$ cat src/rtl/stopwatch_disp_pkg.sv
// Shared constants for the stopwatch display scanner: segment codes,
// digit slot indices and the decimal-point pattern.
package stopwatch_disp_pkg;

  typedef logic [3:0] bcd_t;

  // Active-low segment codes, bit order gfedcba.
  localparam logic [6:0] SEG_0    = 7'h40;
  localparam logic [6:0] SEG_1    = 7'h79;
  localparam logic [6:0] SEG_2    = 7'h24;
  localparam logic [6:0] SEG_3    = 7'h30;
  localparam logic [6:0] SEG_4    = 7'h19;
  localparam logic [6:0] SEG_5    = 7'h12;
  localparam logic [6:0] SEG_6    = 7'h02;
  localparam logic [6:0] SEG_7    = 7'h78;
  localparam logic [6:0] SEG_8    = 7'h00;
  localparam logic [6:0] SEG_9    = 7'h10;
  localparam logic [6:0] SEG_DASH = 7'h3F;

  localparam logic [1:0] DIG_MIN  = 2'd3;
  localparam logic [1:0] DIG_SMSD = 2'd2;
  localparam logic [1:0] DIG_SLSD = 2'd1;
  localparam logic [1:0] DIG_MS   = 2'd0;

  localparam logic [3:0] DP_MASK = 4'b1010;

endpackage

$ cat src/rtl/stopwatch_display_scan_if.sv
// Connection bundle between the stopwatch core / board pins and the
// display scanner: BCD digits and controls in, registered pin drives out.
interface stopwatch_display_scan_if;
  import stopwatch_disp_pkg::*;

  bcd_t       minutes;
  bcd_t       seconds_msd;
  bcd_t       seconds_lsd;
  bcd_t       ms_msd;
  logic       lap;
  logic       clr;
  logic       blank;
  logic [3:0] an;
  logic [6:0] seg;
  logic       dp;
  logic       hold_active;

  modport master (
    output minutes, seconds_msd, seconds_lsd, ms_msd, lap, clr, blank,
    input  an, seg, dp, hold_active
  );

  modport slave (
    input  minutes, seconds_msd, seconds_lsd, ms_msd, lap, clr, blank,
    output an, seg, dp, hold_active
  );

endinterface

$ cat src/rtl/seg_decode7.sv
// Combinational BCD to active-low seven-segment decoder; any non-decimal
// code renders as a dash.
module seg_decode7
  import stopwatch_disp_pkg::*;
(
  input  bcd_t       bcd,
  output logic [6:0] seg
);

  always_comb begin
    case (bcd)
      4'd0:    seg = SEG_0;
      4'd1:    seg = SEG_1;
      4'd2:    seg = SEG_2;
      4'd3:    seg = SEG_3;
      4'd4:    seg = SEG_4;
      4'd5:    seg = SEG_5;
      4'd6:    seg = SEG_6;
      4'd7:    seg = SEG_7;
      4'd8:    seg = SEG_8;
      4'd9:    seg = SEG_9;
      default: seg = SEG_DASH;
    endcase
  end

endmodule

$ cat src/rtl/stopwatch_display_scan.sv
// Four-digit common-anode scan driver with guard time, blanking and a lap
// hold that freezes the shown digits while the core keeps counting.
module stopwatch_display_scan
  import stopwatch_disp_pkg::*;
#(
  parameter int REFRESH_DIV = 100000,
  parameter int GUARD       = 2
) (
  input  logic                     clk,
  input  logic                     rst_n,
  stopwatch_display_scan_if.slave  io
);

  localparam int            PW        = (REFRESH_DIV > 1) ? $clog2(REFRESH_DIV) : 1;
  localparam logic [PW-1:0] PCNT_LAST = PW'(REFRESH_DIV - 1);

  logic [PW-1:0] pcnt_q, pcnt_d;
  logic [1:0]    idx_q, idx_d;
  logic [1:0]    ls_q, ls_d;
  logic          hold_q, hold_d;
  bcd_t [3:0]    snap_q, snap_d;
  logic [3:0]    an_q, an_d;
  logic [6:0]    seg_q, seg_d;
  logic          dp_q, dp_d;

  bcd_t [3:0]    live;
  bcd_t          digit;
  logic          press;
  logic [6:0]    seg_dec;

  always_comb begin
    live           = '0;
    live[DIG_MIN]  = io.minutes;
    live[DIG_SMSD] = io.seconds_msd;
    live[DIG_SLSD] = io.seconds_lsd;
    live[DIG_MS]   = io.ms_msd;
  end

  assign press = ls_q[0] & ~ls_q[1];
  assign digit = hold_q ? snap_q[idx_q] : live[idx_q];

  seg_decode7 u_dec (
    .bcd (digit),
    .seg (seg_dec)
  );

  always_comb begin
    pcnt_d = pcnt_q + 1'b1;
    idx_d  = idx_q;
    if (pcnt_q == PCNT_LAST) begin
      pcnt_d = '0;
      idx_d  = idx_q + 2'd1;
    end

    ls_d   = {ls_q[0], io.lap};
    hold_d = hold_q;
    snap_d = snap_q;
    // clr wins over a press landing in the same cycle
    if (io.clr) begin
      hold_d = 1'b0;
    end else if (press) begin
      hold_d = ~hold_q;
      if (!hold_q) snap_d = live;
    end

    // seg/dp follow the slot even while dark so they settle before the anode opens
    an_d = 4'hF;
    if ((32'(pcnt_q) >= GUARD) && !io.blank) an_d = ~(4'b0001 << idx_q);
    seg_d = seg_dec;
    dp_d  = ~DP_MASK[idx_q];
  end

  always_ff @(posedge clk or negedge rst_n) begin
    if (!rst_n) begin
      pcnt_q <= '0;
      idx_q  <= '0;
      ls_q   <= '0;
      hold_q <= 1'b0;
      snap_q <= '0;
      an_q   <= 4'hF;
      seg_q  <= 7'h7F;
      dp_q   <= 1'b1;
    end else begin
      pcnt_q <= pcnt_d;
      idx_q  <= idx_d;
      ls_q   <= ls_d;
      hold_q <= hold_d;
      snap_q <= snap_d;
      an_q   <= an_d;
      seg_q  <= seg_d;
      dp_q   <= dp_d;
    end
  end

  assign io.an          = an_q;
  assign io.seg         = seg_q;
  assign io.dp          = dp_q;
  assign io.hold_active = hold_q;

endmodule

$ cat src/flat_wrapper.sv
// flat-port wrapper written by rule: the top's interface ports become plain ports
module stopwatch_display_scan_flat import stopwatch_disp_pkg::*;
#(
  parameter int REFRESH_DIV = 100000,
  parameter int GUARD       = 2
)
  (clk, rst_n, io_minutes, io_seconds_msd, io_seconds_lsd, io_ms_msd, io_lap, io_clr, io_blank, io_an, io_seg, io_dp, io_hold_active);
  stopwatch_display_scan_if io_i ();
  input  logic clk;
  input  logic rst_n;
  input wire logic [$bits(io_i.minutes)-1:0] io_minutes;
  input wire logic [$bits(io_i.seconds_msd)-1:0] io_seconds_msd;
  input wire logic [$bits(io_i.seconds_lsd)-1:0] io_seconds_lsd;
  input wire logic [$bits(io_i.ms_msd)-1:0] io_ms_msd;
  input wire logic [$bits(io_i.lap)-1:0] io_lap;
  input wire logic [$bits(io_i.clr)-1:0] io_clr;
  input wire logic [$bits(io_i.blank)-1:0] io_blank;
  output wire logic [$bits(io_i.an)-1:0] io_an;
  output wire logic [$bits(io_i.seg)-1:0] io_seg;
  output wire logic [$bits(io_i.dp)-1:0] io_dp;
  output wire logic [$bits(io_i.hold_active)-1:0] io_hold_active;
  assign io_i.minutes = io_minutes;
  assign io_i.seconds_msd = io_seconds_msd;
  assign io_i.seconds_lsd = io_seconds_lsd;
  assign io_i.ms_msd = io_ms_msd;
  assign io_i.lap = io_lap;
  assign io_i.clr = io_clr;
  assign io_i.blank = io_blank;
  assign io_an = io_i.an;
  assign io_seg = io_i.seg;
  assign io_dp = io_i.dp;
  assign io_hold_active = io_i.hold_active;
  stopwatch_display_scan #(.REFRESH_DIV(REFRESH_DIV), .GUARD(GUARD)) u_core (.clk(clk), .rst_n(rst_n), .io(io_i));
endmodule
$ cat config.mk
export PLATFORM = sky130hd
export DESIGN_NAME = stopwatch_display_scan_flat
export DESIGN_NICKNAME = d
export VERILOG_FILES = /design/src/rtl/stopwatch_disp_pkg.sv /design/src/rtl/stopwatch_display_scan_if.sv /design/src/rtl/seg_decode7.sv /design/src/rtl/stopwatch_display_scan.sv /design/src/flat_wrapper.sv
export SDC_FILE = /design/constraint.sdc
export NUM_CORES = 1
export LEC_CHECK = 0
export CORE_UTILIZATION = 49
export DETAILED_ROUTE_END_ITERATION = 8
export PLACE_DENSITY = 0.85
export SKIP_CTS_REPAIR_TIMING = 1
export SLEW_MARGIN = 15
export SYNTH_ARGS = -nofsm -noshare
export SYNTH_HDL_FRONTEND = slang
export SYNTH_SLANG_ARGS = --single-unit
export TNS_END_PERCENT = 5
$ cat constraint.sdc
create_clock -name clk -period 2.3 [get_ports clk]
set_clock_uncertainty 0.2 [all_clocks]
set_input_delay 0.345 -clock clk [delete_from_list [all_inputs] [get_ports clk]]
set_output_delay 0.345 -clock clk [all_outputs]
set_load 0.03 [all_outputs]
==> run summary <==
Initial Util: 51.16%
Area of the multi-input gates: 0.001132 mm^2
Maxcap violations: 0
Power Dens Cells: 629.9 mW/mm^2
Place WS: -169.2 ps
Root buffer cell: clkbuf_8
Unique masters post-synth: 37
Main synth FF type: dfrtp_1
P_sw: 497.0 uW
GRT Total Usage: 17.89%
Setup violators final: 0
Seq/Total Area, Yosys: 52.06%
Number of global-route vias before repair: 1489
Crit share post-route: 98.58%
Async set-or-reset flop fraction in the synthesized netlist: 100.0%
GR Overflow Total: 0
Share of layout cells above drive strength 1: 29.22%
Crit Path Class: flop to flop
Largest net degree at the start of global routing: 51
CP max FO: 4
Worst-path clk slew: 90 ps
Core area: 0.004755 mm^2
Internal power: 1.462 mW
H-tree depth: 2
Vias post-DR: 1622
Clk buf depth: 2
EDFF count, synth: 0
Avg WL per Cell: 14.17 um
FF+latch area: 0.001267 mm^2
Layout area overhead: 27.88%
Hold violation count in the final report: 0
Comb pwr share: 21.2%
Post-synthesis register bit count: 50
Syn Inst Count: 184
Synthesized cell area: 0.002432 mm^2
Synth Area per Inst: 13.22 um^2
Row count: 25
Boundary pin count: 34
F_max: 441.0 MHz
Detail Route Antenna Nets: 0
Total wire length: 4393 um
Slew HR: 74.66%
PnR worst setup slack: 32.65 ps
Min-delay worst type: flop to flop
Outcome: completed
Syn Nets: 216
VDD IR max: 0.4239 mV
Crit start category: flop
Die Y: 72.46 um
GPL Wtd Cong: 0.8812
Share of power burned in registers: 52.8%
RSZ-0062 raised after global routing: yes
HPWL Detailed: 3137 um
Clk_lat worst skew: 300 ps
# nets final: 274
Die X: 72.46 um
Global-route wire length before repair: 7024 um
IO Port Bufs: 33
DRC errors left: 0
Initial antenna violation count: 0
Sw Ratio: 25.37%
DR vias/cell: 5.232
CTS tree: yes
Drt pass-1 iters: 4
Worst hold slack: 193.7 ps
Slew @ Worst Pin: 375.2 ps
Clock power frac: 26.1%
Ant. Diodes: 0
Clock sinks: 50
Crit end category: flop
Leak: 1.342 nW
Die ar.: 0.005250 mm^2
First DRT Iteration DRCs: 116
Worst EP arrival: 2300 ps
Fin crit period: 2267 ps
Fill count: 349
Synth warn: 0
CTS buffer count: 5
Crit path required time: 2330 ps
Slew Viols, Final: 0
-- layer usage --
layer  wire [um]  up-vias  global-route usage, %
met5           0        -                      0
met3         132        9                  4.167
met4          72        0                  6.972
met1        1979      799                  23.06
li1            -      778                      -
met2        2207       36                  29.39
-- through the flow --
step	power (mW)	instances	util, %	setup TNS, ps	instance area (um^2)
after floorplan	1.265	184	-	0	2432
after global placement	1.418	294	61.71	-366.5	2934
after detailed placement	1.438	294	61.71	-973.0	2934
after CTS	1.951	302	63.63	0	3025
after global routing	2.067	310	65.42	-160.1	3110
final	1.959	310	65.42	0	3110
-- state kept, by name, summed over array words and instances, names as in the netlist --
name	flops
u_core.pcnt_q	17
u_core.snap_q	16
u_core.io.seg	7
u_core.io.an	4
u_core.idx_q	2
u_core.ls_q	2
u_core.io.dp	1
u_core.io.hold_active	1
-- final cells by class --
class | count | area share [%]
inverter | 7 | 0.8447
multi-input combinational | 123 | 36.40
timing repair buffer | 55 | 16.37
tap | 67 | 2.695
sequential | 50 | 40.75
clock buffer | 7 | 2.776
clock inverter | 1 | 0.1609
-- final timing paths --
path,from,to,slack (ps),cells after the start
setup / recovery,u_core.idx_q[0],u_core.io.seg[1],30,7
hold / removal,u_core.ls_q[0],u_core.ls_q[1],190,0
setup reg to reg,u_core.idx_q[0],u_core.io.seg[1],30,7
hold reg to reg,u_core.ls_q[0],u_core.ls_q[1],190,0
max in group asynchronous,rst_n,u_core.io.an[2],1280,3
min in group asynchronous,rst_n,u_core.ls_q[1],350,3
-- power by group through the flow --
stage | combinational, mW | clock, mW | sequential, mW
after floorplan | 0.177 | 0 | 1.09
after global placement | 0.376 | 0 | 1.04
after detailed placement | 0.389 | 0 | 1.05
after CTS | 0.390 | 0.528 | 1.03
after global routing | 0.447 | 0.577 | 1.04
final | 0.414 | 0.511 | 1.03
-- cell families after synthesis --
family                   count (synthesis)  share of synthesized area, %
buffers and inverters                   11                         2.109
AND/OR/NAND/NOR                         53                         11.06
multiplexers                            33                         20.47
XOR/XNOR                                16                         5.761
adder cells (fa/ha/maj)                 11                         5.658
flip-flops                              50                         52.06
AO/OA/AOI/OAI                           10                         2.881
-- synth_stat cells (3+ instances only) --
cell type	number	area, um^2
dfrtp_1	38	950.9
dfstp_2	12	315.3
ha_1	11	137.6
inv_1	7	26.28
mux2_2	18	202.7
mux2i_1	3	30.03
mux4_1	6	157.7
nand2_1	10	37.54
nand3_1	5	25.02
nand4_1	5	31.28
nor2_1	13	48.80
nor3_1	8	40.04
nor4_1	3	18.77
xnor2_1	10	87.58
xor2_1	6	52.55
-- worst max-delay path, stage by stage (launching register included) --
cell and delay (ps):
dfrtp_1 410, buf_4 140, mux4_1 580, mux2i_4 220, buf_4 150, ha_1 240
nor2_1 140, o21ai_0 100
-- cell usage in the layout, fill, tap and decap left out, types with 2 or more instances in the layout --
cell and n:
dfstp_2 12, nor4_1 3, clkbuf_8 6, mux4_1 5, dfrtp_1 37, xnor2_1 10
a21oi_1 2, a22oi_1 2, or4_1 2, clkdlybuf4s50_1 32, mux4_2 3, xor2_1 6
nand2_1 10, inv_1 7, nand3_1 5, nand4_1 5, buf_4 19, nor2_1 13
nor3_1 8, and3_1 2, mux2_2 18, mux2i_4 2, mux2i_1 2, ha_1 10
Note: power is estimated with default switching activity, not from simulation.
